<file path="src/rtl/game_level_config_if.sv">
// Configuration bus between the level selector/game logic and game_level_config.
// master drives level requests and the handshake; slave publishes the board setup.
interface game_level_config_if #(
  parameter int LVL_W = 2
);
  logic [LVL_W-1:0] level;
  logic             restart;
  logic             cfg_ack;
  logic             cfg_valid;
  logic             locked;
  logic             busy;
  logic             level_err;
  logic [9:0]       mines_out;
  logic [4:0]       button_num;
  logic [6:0]       button_size;
  logic [11:0]      board_size;
  logic [10:0]      board_xpos;
  logic [10:0]      board_ypos;

  modport master (
    output level, restart, cfg_ack,
    input  cfg_valid, locked, busy, level_err, mines_out,
           button_num, button_size, board_size, board_xpos, board_ypos
  );

  modport slave (
    input  level, restart, cfg_ack,
    output cfg_valid, locked, busy, level_err, mines_out,
           button_num, button_size, board_size, board_xpos, board_ypos
  );
endinterface

</file>
<file path="src/rtl/game_level_config.sv">
// Saper difficulty configurator: latches a level, looks up its board tables, derives
// size/centred position/clamped mines, and publishes them with a valid/ack handshake.
module game_level_config #(
  parameter int                      NUM_LEVELS  = 3,
  parameter int                      LVL_W       = $clog2(NUM_LEVELS + 1),
  parameter logic [NUM_LEVELS*5-1:0]  LVL_BUTTONS = {5'd16, 5'd10, 5'd8},
  parameter logic [NUM_LEVELS*7-1:0]  LVL_BSIZE   = {7'd40, 7'd50, 7'd50},
  parameter logic [NUM_LEVELS*10-1:0] LVL_MINES   = {10'd50, 10'd20, 10'd8},
  parameter int                      CENTER_X    = 720,
  parameter int                      CENTER_Y    = 450
) (
  input logic               clk,
  input logic               rst,
  game_level_config_if.slave cfg
);

  typedef enum logic [2:0] {IDLE, LOAD, CALC, POS, PUBLISH, LOCKED} state_t;

  localparam logic [LVL_W-1:0] MAX_LVL = LVL_W'(NUM_LEVELS);
  localparam logic [10:0]      CX      = 11'(CENTER_X);
  localparam logic [10:0]      CY      = 11'(CENTER_Y);

  state_t state, next_state;
  logic   level_ok, abort, ack_accept, busy_state;

  logic [LVL_W-1:0] level_q;
  logic [4:0]       button_num_q;
  logic [6:0]       button_size_q;
  logic [9:0]       mines_req_q, cells_q, mines_q;
  logic [11:0]      board_size_q;
  logic [10:0]      xpos_q, ypos_q;
  logic             cfg_valid_q, locked_q, busy_q, level_err_q;

  logic [4:0]  tbl_buttons;
  logic [6:0]  tbl_bsize;
  logic [9:0]  tbl_mines;
  logic [10:0] half, xpos_d, ypos_d;
  logic [9:0]  cells_m1, mines_d;

  always_ff @(posedge clk) begin
    if (rst) state <= IDLE;
    else     state <= next_state;
  end

  // NOTE: every signal gets a default before the case so no path leaves it unassigned (no latch).
  always_comb begin
    next_state = state;
    ack_accept = 1'b0;
    level_ok   = (cfg.level != '0) && (cfg.level <= MAX_LVL);
    abort      = cfg.restart && (state != IDLE);
    busy_state = state inside {LOAD, CALC, POS, PUBLISH};
    case (state)
      IDLE:    if (level_ok) next_state = LOAD;
      LOAD:    next_state = CALC;
      CALC:    next_state = POS;
      POS:     next_state = PUBLISH;
      // Ack only counts once the published outputs are actually visible.
      PUBLISH: if (cfg.cfg_ack && cfg_valid_q && !abort) begin
        next_state = LOCKED;
        ack_accept = 1'b1;
      end
      LOCKED:  next_state = LOCKED;
      default: next_state = IDLE;
    endcase
    if (abort) next_state = IDLE;
  end

  always_comb begin
    tbl_buttons = '0;
    tbl_bsize   = '0;
    tbl_mines   = '0;
    for (int i = 0; i < NUM_LEVELS; i++) begin
      if (level_q == LVL_W'(i + 1)) begin
        tbl_buttons = LVL_BUTTONS[i*5 +: 5];
        tbl_bsize   = LVL_BSIZE[i*7 +: 7];
        tbl_mines   = LVL_MINES[i*10 +: 10];
      end
    end
    half     = board_size_q[11:1];
    xpos_d   = (half > CX) ? '0 : CX - half;
    ypos_d   = (half > CY) ? '0 : CY - half;
    cells_m1 = cells_q - 10'd1;
    // At least one tile must stay mine-free; an empty board gets no mines.
    if (cells_q == '0)             mines_d = '0;
    else if (mines_req_q < cells_m1) mines_d = mines_req_q;
    else                           mines_d = cells_m1;
  end

  // NOTE: sequential state uses non-blocking assignments so every register samples pre-edge values.
  always_ff @(posedge clk) begin
    if (rst) begin
      level_q       <= '0;
      button_num_q  <= '0;
      button_size_q <= '0;
      mines_req_q   <= '0;
      cells_q       <= '0;
      board_size_q  <= '0;
      xpos_q        <= '0;
      ypos_q        <= '0;
      mines_q       <= '0;
      cfg_valid_q   <= 1'b0;
      locked_q      <= 1'b0;
      busy_q        <= 1'b0;
      level_err_q   <= 1'b0;
    end else begin
      level_err_q <= (state == IDLE) && (cfg.level > MAX_LVL);
      busy_q      <= busy_state && !abort && !ack_accept;
      cfg_valid_q <= (state == PUBLISH) && !abort && !ack_accept;
      locked_q    <= ((state == LOCKED) && !abort) || ack_accept;
      if (abort) begin
        level_q       <= '0;
        button_num_q  <= '0;
        button_size_q <= '0;
        mines_req_q   <= '0;
        cells_q       <= '0;
        board_size_q  <= '0;
        xpos_q        <= '0;
        ypos_q        <= '0;
        mines_q       <= '0;
      end else begin
        case (state)
          IDLE: if (level_ok) level_q <= cfg.level;
          LOAD: begin
            button_num_q  <= tbl_buttons;
            button_size_q <= tbl_bsize;
            mines_req_q   <= tbl_mines;
          end
          CALC: begin
            board_size_q <= {7'd0, button_num_q} * {5'd0, button_size_q};
            cells_q      <= {5'd0, button_num_q} * {5'd0, button_num_q};
          end
          POS: begin
            xpos_q  <= xpos_d;
            ypos_q  <= ypos_d;
            mines_q <= mines_d;
          end
          default: ;
        endcase
      end
    end
  end

  assign cfg.cfg_valid   = cfg_valid_q;
  assign cfg.locked      = locked_q;
  assign cfg.busy        = busy_q;
  assign cfg.level_err   = level_err_q;
  assign cfg.mines_out   = mines_q;
  assign cfg.button_num  = button_num_q;
  assign cfg.button_size = button_size_q;
  assign cfg.board_size  = board_size_q;
  assign cfg.board_xpos  = xpos_q;
  assign cfg.board_ypos  = ypos_q;

endmodule

</file>
<file path="src/flat_wrapper.sv">
// flat-port wrapper written by rule: the top's interface ports become plain ports
module game_level_config_flat 
#(
  parameter int                      NUM_LEVELS  = 3,
  parameter int                      LVL_W       = $clog2(NUM_LEVELS + 1),
  parameter logic [NUM_LEVELS*5-1:0]  LVL_BUTTONS = {5'd16, 5'd10, 5'd8},
  parameter logic [NUM_LEVELS*7-1:0]  LVL_BSIZE   = {7'd40, 7'd50, 7'd50},
  parameter logic [NUM_LEVELS*10-1:0] LVL_MINES   = {10'd50, 10'd20, 10'd8},
  parameter int                      CENTER_X    = 720,
  parameter int                      CENTER_Y    = 450
)
  (clk, rst, cfg_level, cfg_restart, cfg_cfg_ack, cfg_cfg_valid, cfg_locked, cfg_busy, cfg_level_err, cfg_mines_out, cfg_button_num, cfg_button_size, cfg_board_size, cfg_board_xpos, cfg_board_ypos);
  game_level_config_if #(.LVL_W(LVL_W)) cfg_i ();
  input logic clk;
  input logic rst;
  input wire logic [$bits(cfg_i.level)-1:0] cfg_level;
  input wire logic [$bits(cfg_i.restart)-1:0] cfg_restart;
  input wire logic [$bits(cfg_i.cfg_ack)-1:0] cfg_cfg_ack;
  output wire logic [$bits(cfg_i.cfg_valid)-1:0] cfg_cfg_valid;
  output wire logic [$bits(cfg_i.locked)-1:0] cfg_locked;
  output wire logic [$bits(cfg_i.busy)-1:0] cfg_busy;
  output wire logic [$bits(cfg_i.level_err)-1:0] cfg_level_err;
  output wire logic [$bits(cfg_i.mines_out)-1:0] cfg_mines_out;
  output wire logic [$bits(cfg_i.button_num)-1:0] cfg_button_num;
  output wire logic [$bits(cfg_i.button_size)-1:0] cfg_button_size;
  output wire logic [$bits(cfg_i.board_size)-1:0] cfg_board_size;
  output wire logic [$bits(cfg_i.board_xpos)-1:0] cfg_board_xpos;
  output wire logic [$bits(cfg_i.board_ypos)-1:0] cfg_board_ypos;
  assign cfg_i.level = cfg_level;
  assign cfg_i.restart = cfg_restart;
  assign cfg_i.cfg_ack = cfg_cfg_ack;
  assign cfg_cfg_valid = cfg_i.cfg_valid;
  assign cfg_locked = cfg_i.locked;
  assign cfg_busy = cfg_i.busy;
  assign cfg_level_err = cfg_i.level_err;
  assign cfg_mines_out = cfg_i.mines_out;
  assign cfg_button_num = cfg_i.button_num;
  assign cfg_button_size = cfg_i.button_size;
  assign cfg_board_size = cfg_i.board_size;
  assign cfg_board_xpos = cfg_i.board_xpos;
  assign cfg_board_ypos = cfg_i.board_ypos;
  game_level_config #(.NUM_LEVELS(NUM_LEVELS), .LVL_W(LVL_W), .LVL_BUTTONS(LVL_BUTTONS), .LVL_BSIZE(LVL_BSIZE), .LVL_MINES(LVL_MINES), .CENTER_X(CENTER_X), .CENTER_Y(CENTER_Y)) u_core (.clk(clk), .rst(rst), .cfg(cfg_i));
endmodule
</file>
<file path="config.mk">
export PLATFORM = sky130hd
export DESIGN_NAME = game_level_config_flat
export DESIGN_NICKNAME = d
export VERILOG_FILES = /design/src/rtl/game_level_config_if.sv /design/src/rtl/game_level_config.sv /design/src/flat_wrapper.sv
export SDC_FILE = /design/constraint.sdc
export NUM_CORES = 1
export LEC_CHECK = 0
export ABC_AREA = 1
export CAP_MARGIN = 5
export CORE_ASPECT_RATIO = 1.25
export CORE_MARGIN = 2
export CORE_UTILIZATION = 55
export DETAILED_ROUTE_END_ITERATION = 6
export DONT_BUFFER_PORTS = 1
export MAX_ROUTING_LAYER = met4
export PLACE_DENSITY = 0.73
export SLEW_MARGIN = 20
export SYNTH_ARGS = -nofsm -noshare
export SYNTH_HDL_FRONTEND = slang
export SYNTH_SLANG_ARGS = --single-unit
</file>
<file path="constraint.sdc">
create_clock -name clk -period 2.7 [get_ports clk]
set_clock_uncertainty 0.2 [all_clocks]
set_input_delay 0.135 -clock clk [delete_from_list [all_inputs] [get_ports clk]]
set_output_delay 0.135 -clock clk [all_outputs]
set_load 0.1 [all_outputs]
</file>
Word-level counts from Yosys, hierarchy flattened --
Cells that the tools add are included.
Cells by class: add/subtract/negate cells 3, $mul 2, order comparisons 5, eq/ne operators 10, muxes and demuxes 18, reductions and logical operators 21
Operators with widths (number):
- two-way mux 6 bit | 4
- two-way mux 11 bit | 2
- two-way mux 10 bit | 2
- case mux 3 bit (6 select lines) | 1
- multiplier 5 x 7 -> 12 bit | 1
- two-way mux 4 bit | 3
- > comparator 11 x 10 -> 1 bit, second input constant | 1
- > comparator 11 x 9 -> 1 bit, second input constant | 1
- subtractor 10 x 11 -> 11 bit, first input constant | 1
- subtractor 9 x 11 -> 11 bit, first input constant | 1
- logical AND 1 bit | 10
- logical NOT 10 bit | 1
- < comparator 10 bit | 1
- multiplier 5 x 5 -> 10 bit | 1
- two-way mux 5 bit | 2
- subtractor 10 x 1 -> 10 bit, second input constant | 1
- == test 3 x 2 -> 1 bit, second input constant | 2
- == test 3 bit, second input constant | 2
- two-way mux 3 bit | 2
- == test 2 bit, second input constant | 2
- AND reduction 2 bit | 2
- nonzero test 4 bit | 1
- == test 3 x 1 -> 1 bit, second input constant | 1
- logical NOT 3 bit | 1
- other kinds (11) | 13
Word-level totals: bits in registers 85, input bits 6, output and inout bits 60, word-level logic and storage cells 73

Longest topological paths before layout --
Gate-level depths: netlist (run 1).
depth after elaboration 8, depth in mapped cells 11, mapped depth without buffers 11

Worst setup path after synthesis (run 1) --
OpenSTA, ideal clock, no wires.
path kind reg2reg, from register u_core.button_num_q[3], in the netlist u_core.cfg.button_num[3], to register u_core.board_size_q[10], in the netlist u_core.cfg.board_size[10], setup time 0.116 ns, data arrival time 2.980 ns, data required time 2.384 ns, path slack -0.596 ns, stages on the path, launching flop included 11, path buffers 0, clock period less this slack 3.296 ns, cells stage by stage dfxtp_1 ha_1 ha_1 ha_1 ha_1 fa_1 nand2_1 a21oi_1 xnor2_1 o21ai_0 inv_1
Between the ends: longest elaborated chain between the ends 1
RTL lines:
- start, declared | line game_level_config.sv:27 | logic [4:0] button_num_q;
- start signal, assigned | line game_level_config.sv:124 | button_num_q <= tbl_buttons;
- multiplier 5 x 7 -> 12 bit | line game_level_config.sv:129 | board_size_q <= {7'd0, button_num_q} * {5'd0, button_size_q};
- end signal, assigned | line game_level_config.sv:129
- end, declared | line game_level_config.sv:30 | logic [11:0] board_size_q;
No other way between the ends. A chain may end at the register's enable or synchronous reset.

Worst setup path in the final report (run 1) --
from register u_core.state[2], to register u_core.state[0]
Between the ends: longest elaborated chain between the ends 6, elaborated cells between the ends (all ways) 15, those cells by class 7 x eq/ne; 1 x mux; 7 x reduce/logical
RTL lines:
- start, declared | line game_level_config.sv:23 | state_t state, next_state;
- start signal, assigned | line game_level_config.sv:42 | else state <= next_state;
- nonzero test 3 bit | line game_level_config.sv:50 | abort = cfg.restart && (state != IDLE);
- logical AND 1 bit | line game_level_config.sv:50
- logical NOT 1 bit | line game_level_config.sv:58 | PUBLISH: if (cfg.cfg_ack && cfg_valid_q && !abort) begin
- logical AND 1 bit | line game_level_config.sv:58
- inequality test 2 bit (no line)
- AND reduction 2 bit (no line)
Several ways; a longest one is shown, not always the timed one.

==> impl_metrics.toml, run 1 <==
[floorplan]
die_x_um = 72.2
coreArea_um2 = 5700
rows = 31
die_height_um = 89.2
start_util_pct = 56.0
dieArea_um2 = 6440
io_pins = 66

[power_and_ir_drop]
peakVddDrop_v = 0.000313
p_per_area_nw_per_um2 = 587
power_uw = 2120
p_leak_uw = 0.00175

[yosys]
synth_ff_type = "dfxtp_1"
syn_area_um2 = 3190
async_flop_share_pct = 0
syn_avg_cell_area_um2 = 7.83
synth_top_family_by_area = "simple AND/OR/NAND/NOR gates"
ys_seq_elements = 56
syn_inst = 408
synth-xor-area-share_pct = 1.65
synth_cell_types = 39
synth_compound_area_share_pct = 14.4
synthSimpleGateAreaFrac_pct = 22.9
synthAdderAreaFrac_pct = 12.6
yosysSeqAreaShare_pct = 35.1
yosys_warnings = 0
synth.area.mux_share_pct = 0
synth_edf_count = 0

[timing]
finalSetupTns_ns = 0
rsz0062_at_grt = "no"
period_minus_slack_ns = 2.59
slew_viol_final = 0
finalWorstSetupSlack_ns = 0.107
worst_pin_slew_ns = 0.957
max-slew-margin-rel_pct = 36.1
min_period_over_period_pct = 96.0
fmax_ghz = 0.386
final-setup-viol-count = 0
hold_violations = 0

[global_route]
grt.total_usage_pct = 22.3
met3_usage_pct = 3.38
grt_max_degree = 38
antenna_found_initial = 0
grt_pass1_vias = 2402
grt_pass1_wl_um = 11100
grtUsageMet1_pct = 25.7
use_met2_pct = 38.9
top_usage_layer = "met2"
gr-total-overflow = 0

[clocking]
numCtsBuffers = 5
path_clk_slew_ns = 0.11
clockBufferDepth = 2
cts_tree = "done"
clk_latency_ns = 0.31
htree_levels = 2
clock-sinks = 56
root_buffer = "clkbuf_8"

[route]
routed_wl_um = 6830
detail_route.wl_per_cell_um = 13.2
drc = 0
via_per_inst = 5.11
ant_nets = 0
dr.first_iter.drc_count = 187
dr.pass1.iters = 4
num_vias = 2637

[critical_path]
endpoint_kind = "flop"
criticalPathCategory = "reg -> reg"
crit_end = "u_core.state[0]$_SDFFE_PP0P_"
startpoint_type = "flop"
worstPathCellList = "inv_1 -> nor2_1 -> inv_1 -> nor2_2 -> nand2_1 -> o31ai_1 -> dlygate4sd3_1 -> nor2_1 -> dlygate4sd3_1"
cp_slowest_cell = "dlygate4sd3_1"
worstPathRequired_ns = 2.70
setup.worst_path.start = "u_core.state[2]$_SDFFE_PP0P_"
arrival_ns = 2.60
r2r_slack_ns = 0.11
critPathMaxFanout = 3
r2r-start = "u_core.state[2]$_SDFFE_PP0P_"
cpPeakStageDelay_ns = 0.57
rr_worst_depth = 9
regToRegEndpoint = "u_core.state[0]$_SDFFE_PP0P_"

[status]
status = "finished, final reports clean"

[cells_and_area]
finalNonFillerCells = 516
layout_common_cells = "94 x nand2_1, 52 x dfxtp_1, 49 x inv_1"
area_delta_synth_final_pct = 13.2
antennaDiodeCount = 0
utilization_pct = 63.4
num-fill-cells = 499
final_common_cell = "nand2_1"
drive_gt1_share_pct = 22.4
nets = 486

[place]
gp_congestion = 0.876
place_hpwl_um = 4950
pre_cts_ws_ns = 0.0820
port_buffers = 0
dp_cells = 500

[hold_path]
hold_path.class = "reg -> reg"

[flow_run]
drv_cap = 0
## Yosys cell counts (2+ instances only)
master    instances  area [um2]
dfxtp_1          56        1120
buf_2             2        10.0
clkbuf_1          3        11.3
inv_2             3        11.3
buf_6             4        45.0
xnor2_1           3        26.3
nand3_1          20         100
fa_1              2        40.0
buf_4            20         150
a21oi_2          23         201
nor2_1           27         101
xor2_1            3        26.3
o21ai_0          18        90.1
nand2_1          94         353
a21oi_1          19        95.1
nand4_1           5        31.3
nand2_2           5        31.3
ha_1             29         363
or2_2             2        12.5
inv_1            49         184
a211oi_1          3        22.5
## where the power goes
group | leakage (uW) | internal [uW] | switching, uW
clock network | 0.0000445 | 185 | 286
registers | 0.000455 | 873 | 75.5
logic | 0.00125 | 140 | 563
total | 0.00175 | 1200 | 925
## how the worst min path moves through the flow
stage	from	end	slack, ns	cells after the start
2_1_floorplan	rst	u_core.cfg.locked$_SDFF_PP0_	0.004	1
3_3_place_gp	rst	u_core.cfg.locked$_SDFF_PP0_	0.008	1
3_5_place_dp	rst	u_core.cfg.locked$_SDFF_PP0_	0.01	1
4_1_cts	u_core.cfg.mines_out[7]$_SDFFE_PP0P_	u_core.cfg.mines_out[7]$_SDFFE_PP0P_	0.26	2
5_1_grt	u_core.cfg.mines_out[7]$_SDFFE_PP0P_	u_core.cfg.mines_out[7]$_SDFFE_PP0P_	0.27	2
6_report	u_core.cfg.mines_out[9]$_SDFFE_PP0P_	u_core.cfg.mines_out[9]$_SDFFE_PP0P_	0.25	2
## what timing repair did
| action | CTS | global route |
|---|---|---|
| gates resized for setup | 0 | 2 |
| hold buffers | 8 | 0 |
| endpoints found under the setup margin | 0 | 2 |
| endpoints found under the hold margin | 22 | 0 |
| setup buffers | 0 | 0 |
## cell type report
class                      instances  area, um2  share of cell area [%]
tap                               66       82.6                    2.28
inverter                          54        206                    5.71
multi-input combinational        280       1700                    46.9
timing repair buffer              52        410                    11.4
clock inverter                     3       21.3                   0.588
sequential                        56       1130                    31.2
clock buffer                       5       68.8                    1.90
## flip-flops by register name, summed over array words and instances, names as in the netlist, 3 cells and up
register and flops:
u_core.cfg.board_ypos 9, u_core.cfg.mines_out 10, u_core.cells_q 5, u_core.state 3, u_core.cfg.board_size 9, u_core.cfg.board_xpos 9
## metal layers
layer | part of all wire [%] | wire length (um) | vias up
li1 | - | - | 1354
met3 | 4.7 | 323 | 9
met5 | 0 | 0 | -
met2 | 53 | 3600 | 71
met1 | 41 | 2810 | 1203
met4 | 1.3 | 91 | 0
## cell families after synthesis
kind of cell / after synthesis
other cells: 1
xor+xnor: 6
compound gates: 69
fa+ha+maj: 31
simple gates: 162
buf+inv: 83
flops: 56
## metrics by stage
step	area, um2	hold slack [ns]
floorplan	3240	0.00407
global placement	3440	0.00812
CTS	3610	0.256
global route	3610	0.273
finish	3610	0.254
detailed placement	3440	0.0117
## critical path, delay by kind of cell (launching register included)
kind / cells / cell delay, ns
and+or+nand+nor: 4 / 0.47
buffers and inverters: 4 / 1.35
DFF: 1 / 0.39
AOI/OAI and AO/OA: 1 / 0.07
Note: power is estimated with default switching activity, not from simulation.
==> run 2: changes to the inputs <==
--- a/config.mk
+++ b/config.mk
@@ -5,7 +5,6 @@
 export SDC_FILE = /design/constraint.sdc
 export NUM_CORES = 1
 export LEC_CHECK = 0
-export ABC_AREA = 1
 export CAP_MARGIN = 5
 export CORE_ASPECT_RATIO = 1.25
 export CORE_MARGIN = 2
==> run 2 against run 1 <==
Power down 8.4%; sequential power decreased by 1%; sequential cell count unchanged; first-iteration DRC count is 55% lower; hold slack lost 0.23 ns; combinational power decreased by 27%; non-clock buffer count is 1 higher; core utilization is 0.33 points higher; critical path type unchanged; largest power group unchanged.
==> impl_metrics.toml, run 2 <==
[yosys]
synth_commonest_cells = "56 x dfxtp_1, 40 x nand2_1, 32 x nor2_1, 29 x ha_1, 26 x a21oi_1"
synth_ff_type = "dfxtp_1"
syn_avg_cell_area_um2 = 8.88
synth_edf_count = 0
ys_seq_elements = 56
synth_top_area_share_pct = 37.2
syn_area_um2 = 3010
yosysMostFrequentCell = "dfxtp_1"
yosys_warnings = 0
yosysSeqAreaShare_pct = 37.2
synth_cell_types = 49
syn_inst = 339
async_flop_share_pct = 0
yosys.area.top_type = "dfxtp_1"
ys_top_cells_by_area = "dfxtp_1 37%, ha_1 12%, buf_4 5.5%"

[timing]
period_minus_slack_ns = 2.55
max-slew-margin-rel_pct = 37.6
worst_pin_slew_ns = 0.934
finalSetupTns_ns = 0
hold_violations = 0
rsz0062_at_grt = "no"
final-setup-viol-count = 0
slew_viol_final = 0
min_period_over_period_pct = 94.4
fmax_ghz = 0.392

[route]
drc = 0
routed_wl_um = 5760
detail_route.wl_per_cell_um = 13.2
dr.first_iter.drc_count = 84
ant_nets = 0
dr.pass1.iters = 4
num_vias = 2304
via_per_inst = 5.27

[critical_path]
rr_worst_depth = 8
endpoint_kind = "flop"
critPathMaxFanout = 11
arrival_ns = 2.54
worstPathRequired_ns = 2.69
setup.worst_path.start = "u_core.cfg.button_num[3]$_SDFFE_PP0P_"
criticalPathCategory = "reg -> reg"
regToRegEndpoint = "u_core.cfg.board_size[10]$_SDFFE_PP0N_"
r2r_slack_ns = 0.15
r2r-start = "u_core.cfg.button_num[3]$_SDFFE_PP0P_"
startpoint_type = "flop"

[cells_and_area]
largest_register_ff_count = 10
regArea_um2 = 1130
nets = 409
multiInputGateArea_um2 = 1640
final_common_cell = "dfxtp_1"
drive_gt1_share_pct = 19.0
num-fill-cells = 439
utilization_pct = 63.7
layout_common_cells = "52 x dfxtp_1, 46 x buf_4, 40 x nand2_1"
antennaDiodeCount = 0
area_delta_synth_final_pct = 13.6

[power_and_ir_drop]
switching_share_pct = 37.5
power_uw = 1940
p_switching_uw = 729
peakVddDrop_v = 0.000314
p_int_uw = 1210
pwr-share-seq_pct = 48.3
clkPwrFrac_pct = 25.5
comb_power_share_pct = 26.3
p_per_area_nw_per_um2 = 568
p_leak_uw = 0.00151

[clocking]
cts_tree = "done"
clock-sinks = 56
numCtsBuffers = 5
root_buffer = "clkbuf_8"
clk_latency_ns = 0.31
path_clk_slew_ns = 0.10
clockBufferDepth = 2
post_cts_buffers = 0
htree_levels = 2

[global_route]
grt_max_degree = 33
gr-total-overflow = 0
grtUsageMet1_pct = 23.9
grt_pass1_vias = 2233
grt.total_usage_pct = 20.6
top_usage_layer = "met2"
antenna_found_initial = 0
met3_usage_pct = 4.19
use_met2_pct = 34.8
grt_pass1_wl_um = 9890

[place]
port_buffers = 0
place_hpwl_um = 4290
gp_congestion = 0.776

[floorplan]
dieArea_um2 = 6090
start_util_pct = 56.1
coreArea_um2 = 5370
die_height_um = 86.7
die_x_um = 70.2
io_pins = 66
rows = 30

[hold_path]
worstHoldEndpoint = "u_core.state[0]$_SDFFE_PP0P_"
holdCritStartpoint = "cfg_level[0]"
hold_path.class = "in -> reg"
hold_path_depth = 3

[flow_run]
drv_cap = 0

[status]
status = "finished, final reports clean"
-- run 2: cell types whose count changed in the layout (fill, tap and decap cells not counted), sizes merged, moves of 10 or more --
cell / before / now
and2: 0 / 10
nand2: 100 / 40
o21ai: 19 / 6
nor3: 0 / 11
inv: 54 / 15
nand3: 22 / 3
a21oi: 43 / 27
-- run 2: power by group through the flow --
stage / logic (uW) / clock network, uW / registers, uW
floorplan: 349 / 0 / 1060
global placement: 497 / 0 / 954
detailed placement: 502 / 0 / 957
CTS: 512 / 501 / 938
global route: 553 / 526 / 945
finish: 511 / 495 / 938
-- run 2: timing repair --
action,4_1_cts,5_1_grt
endpoints found under the setup margin,0,1
endpoints found under the hold margin,14,0
resized for setup,0,3
hold buffers,7,0
-- run 2: cell families (layout without fill, tap and decap cells) --
group                    after synthesis  in the layout  synth area share (%)
AO/OA/AOI/OAI                         65             65                  15.7
AND/OR/NAND/NOR                      117            117                  18.8
multiplexers                           4              4                  1.33
other                                  1             12                 0.125
XOR/XNOR                              12             12                  3.49
adder cells (fa/ha/maj)               31             31                  13.4
buffers and inverters                 53             76                  9.97
flip-flops                            56             56                  37.2
-- run 2: layout make-up --
type / count / area share [%]
well taps: 64 / 2.34
inverters: 15 / 1.65
flip-flops and latches: 56 / 33.0
clock buffers: 8 / 2.93
repair buffers: 53 / 12.1
multi-input cells: 241 / 48.0
-- run 2: metrics by stage --
stage / hold WS [ns] / instances / worst slack, ns / instance area (um2)
floorplan: 0.0131 / 350 / 0.00904 / 3060
global placement: 0.0178 / 422 / 0.136 / 3240
detailed placement: 0.0184 / 422 / 0.0611 / 3240
CTS: 0.0133 / 437 / 0.0408 / 3410
global route: 0.0504 / 437 / 0.0351 / 3420
finish: 0.0274 / 437 / 0.151 / 3420
-- run 2: worst max path at each step --
stage / endpoint / slack, ns / cells past startpoint
finish: u_core.cfg.board_size[10]$_SDFFE_PP0N_ / 0.15 / 8
global route: u_core.cfg.board_size[10]$_SDFFE_PP0N_ / 0.04 / 8
CTS: u_core.cfg.board_size[10]$_SDFFE_PP0N_ / 0.04 / 9
detailed placement: u_core.cfg.board_size[10]$_SDFFE_PP0N_ / 0.06 / 9
global placement: u_core.cfg.board_size[10]$_SDFFE_PP0N_ / 0.14 / 9
floorplan: u_core.cfg.board_size[10]$_SDFFE_PP0N_ / 0.009 / 9
-- run 2: routing by layer --
metal	vias to the layer above	share of wire [%]	routed length [um]
met4	0	3.1	179
met2	62	47	2730
met5	-	0	0
met3	13	4.8	276
li1	1177	-	-
met1	1052	45	2570
-- run 2: critical path, cell delays in order, from the launching register on --
cell	delay, ns
dfxtp_4	0.39
ha_1	0.24
ha_1	0.30
ha_1	0.22
inv_1	0.07
fa_1	0.45
or3_1	0.38
nand3_1	0.10
a21oi_1	0.07
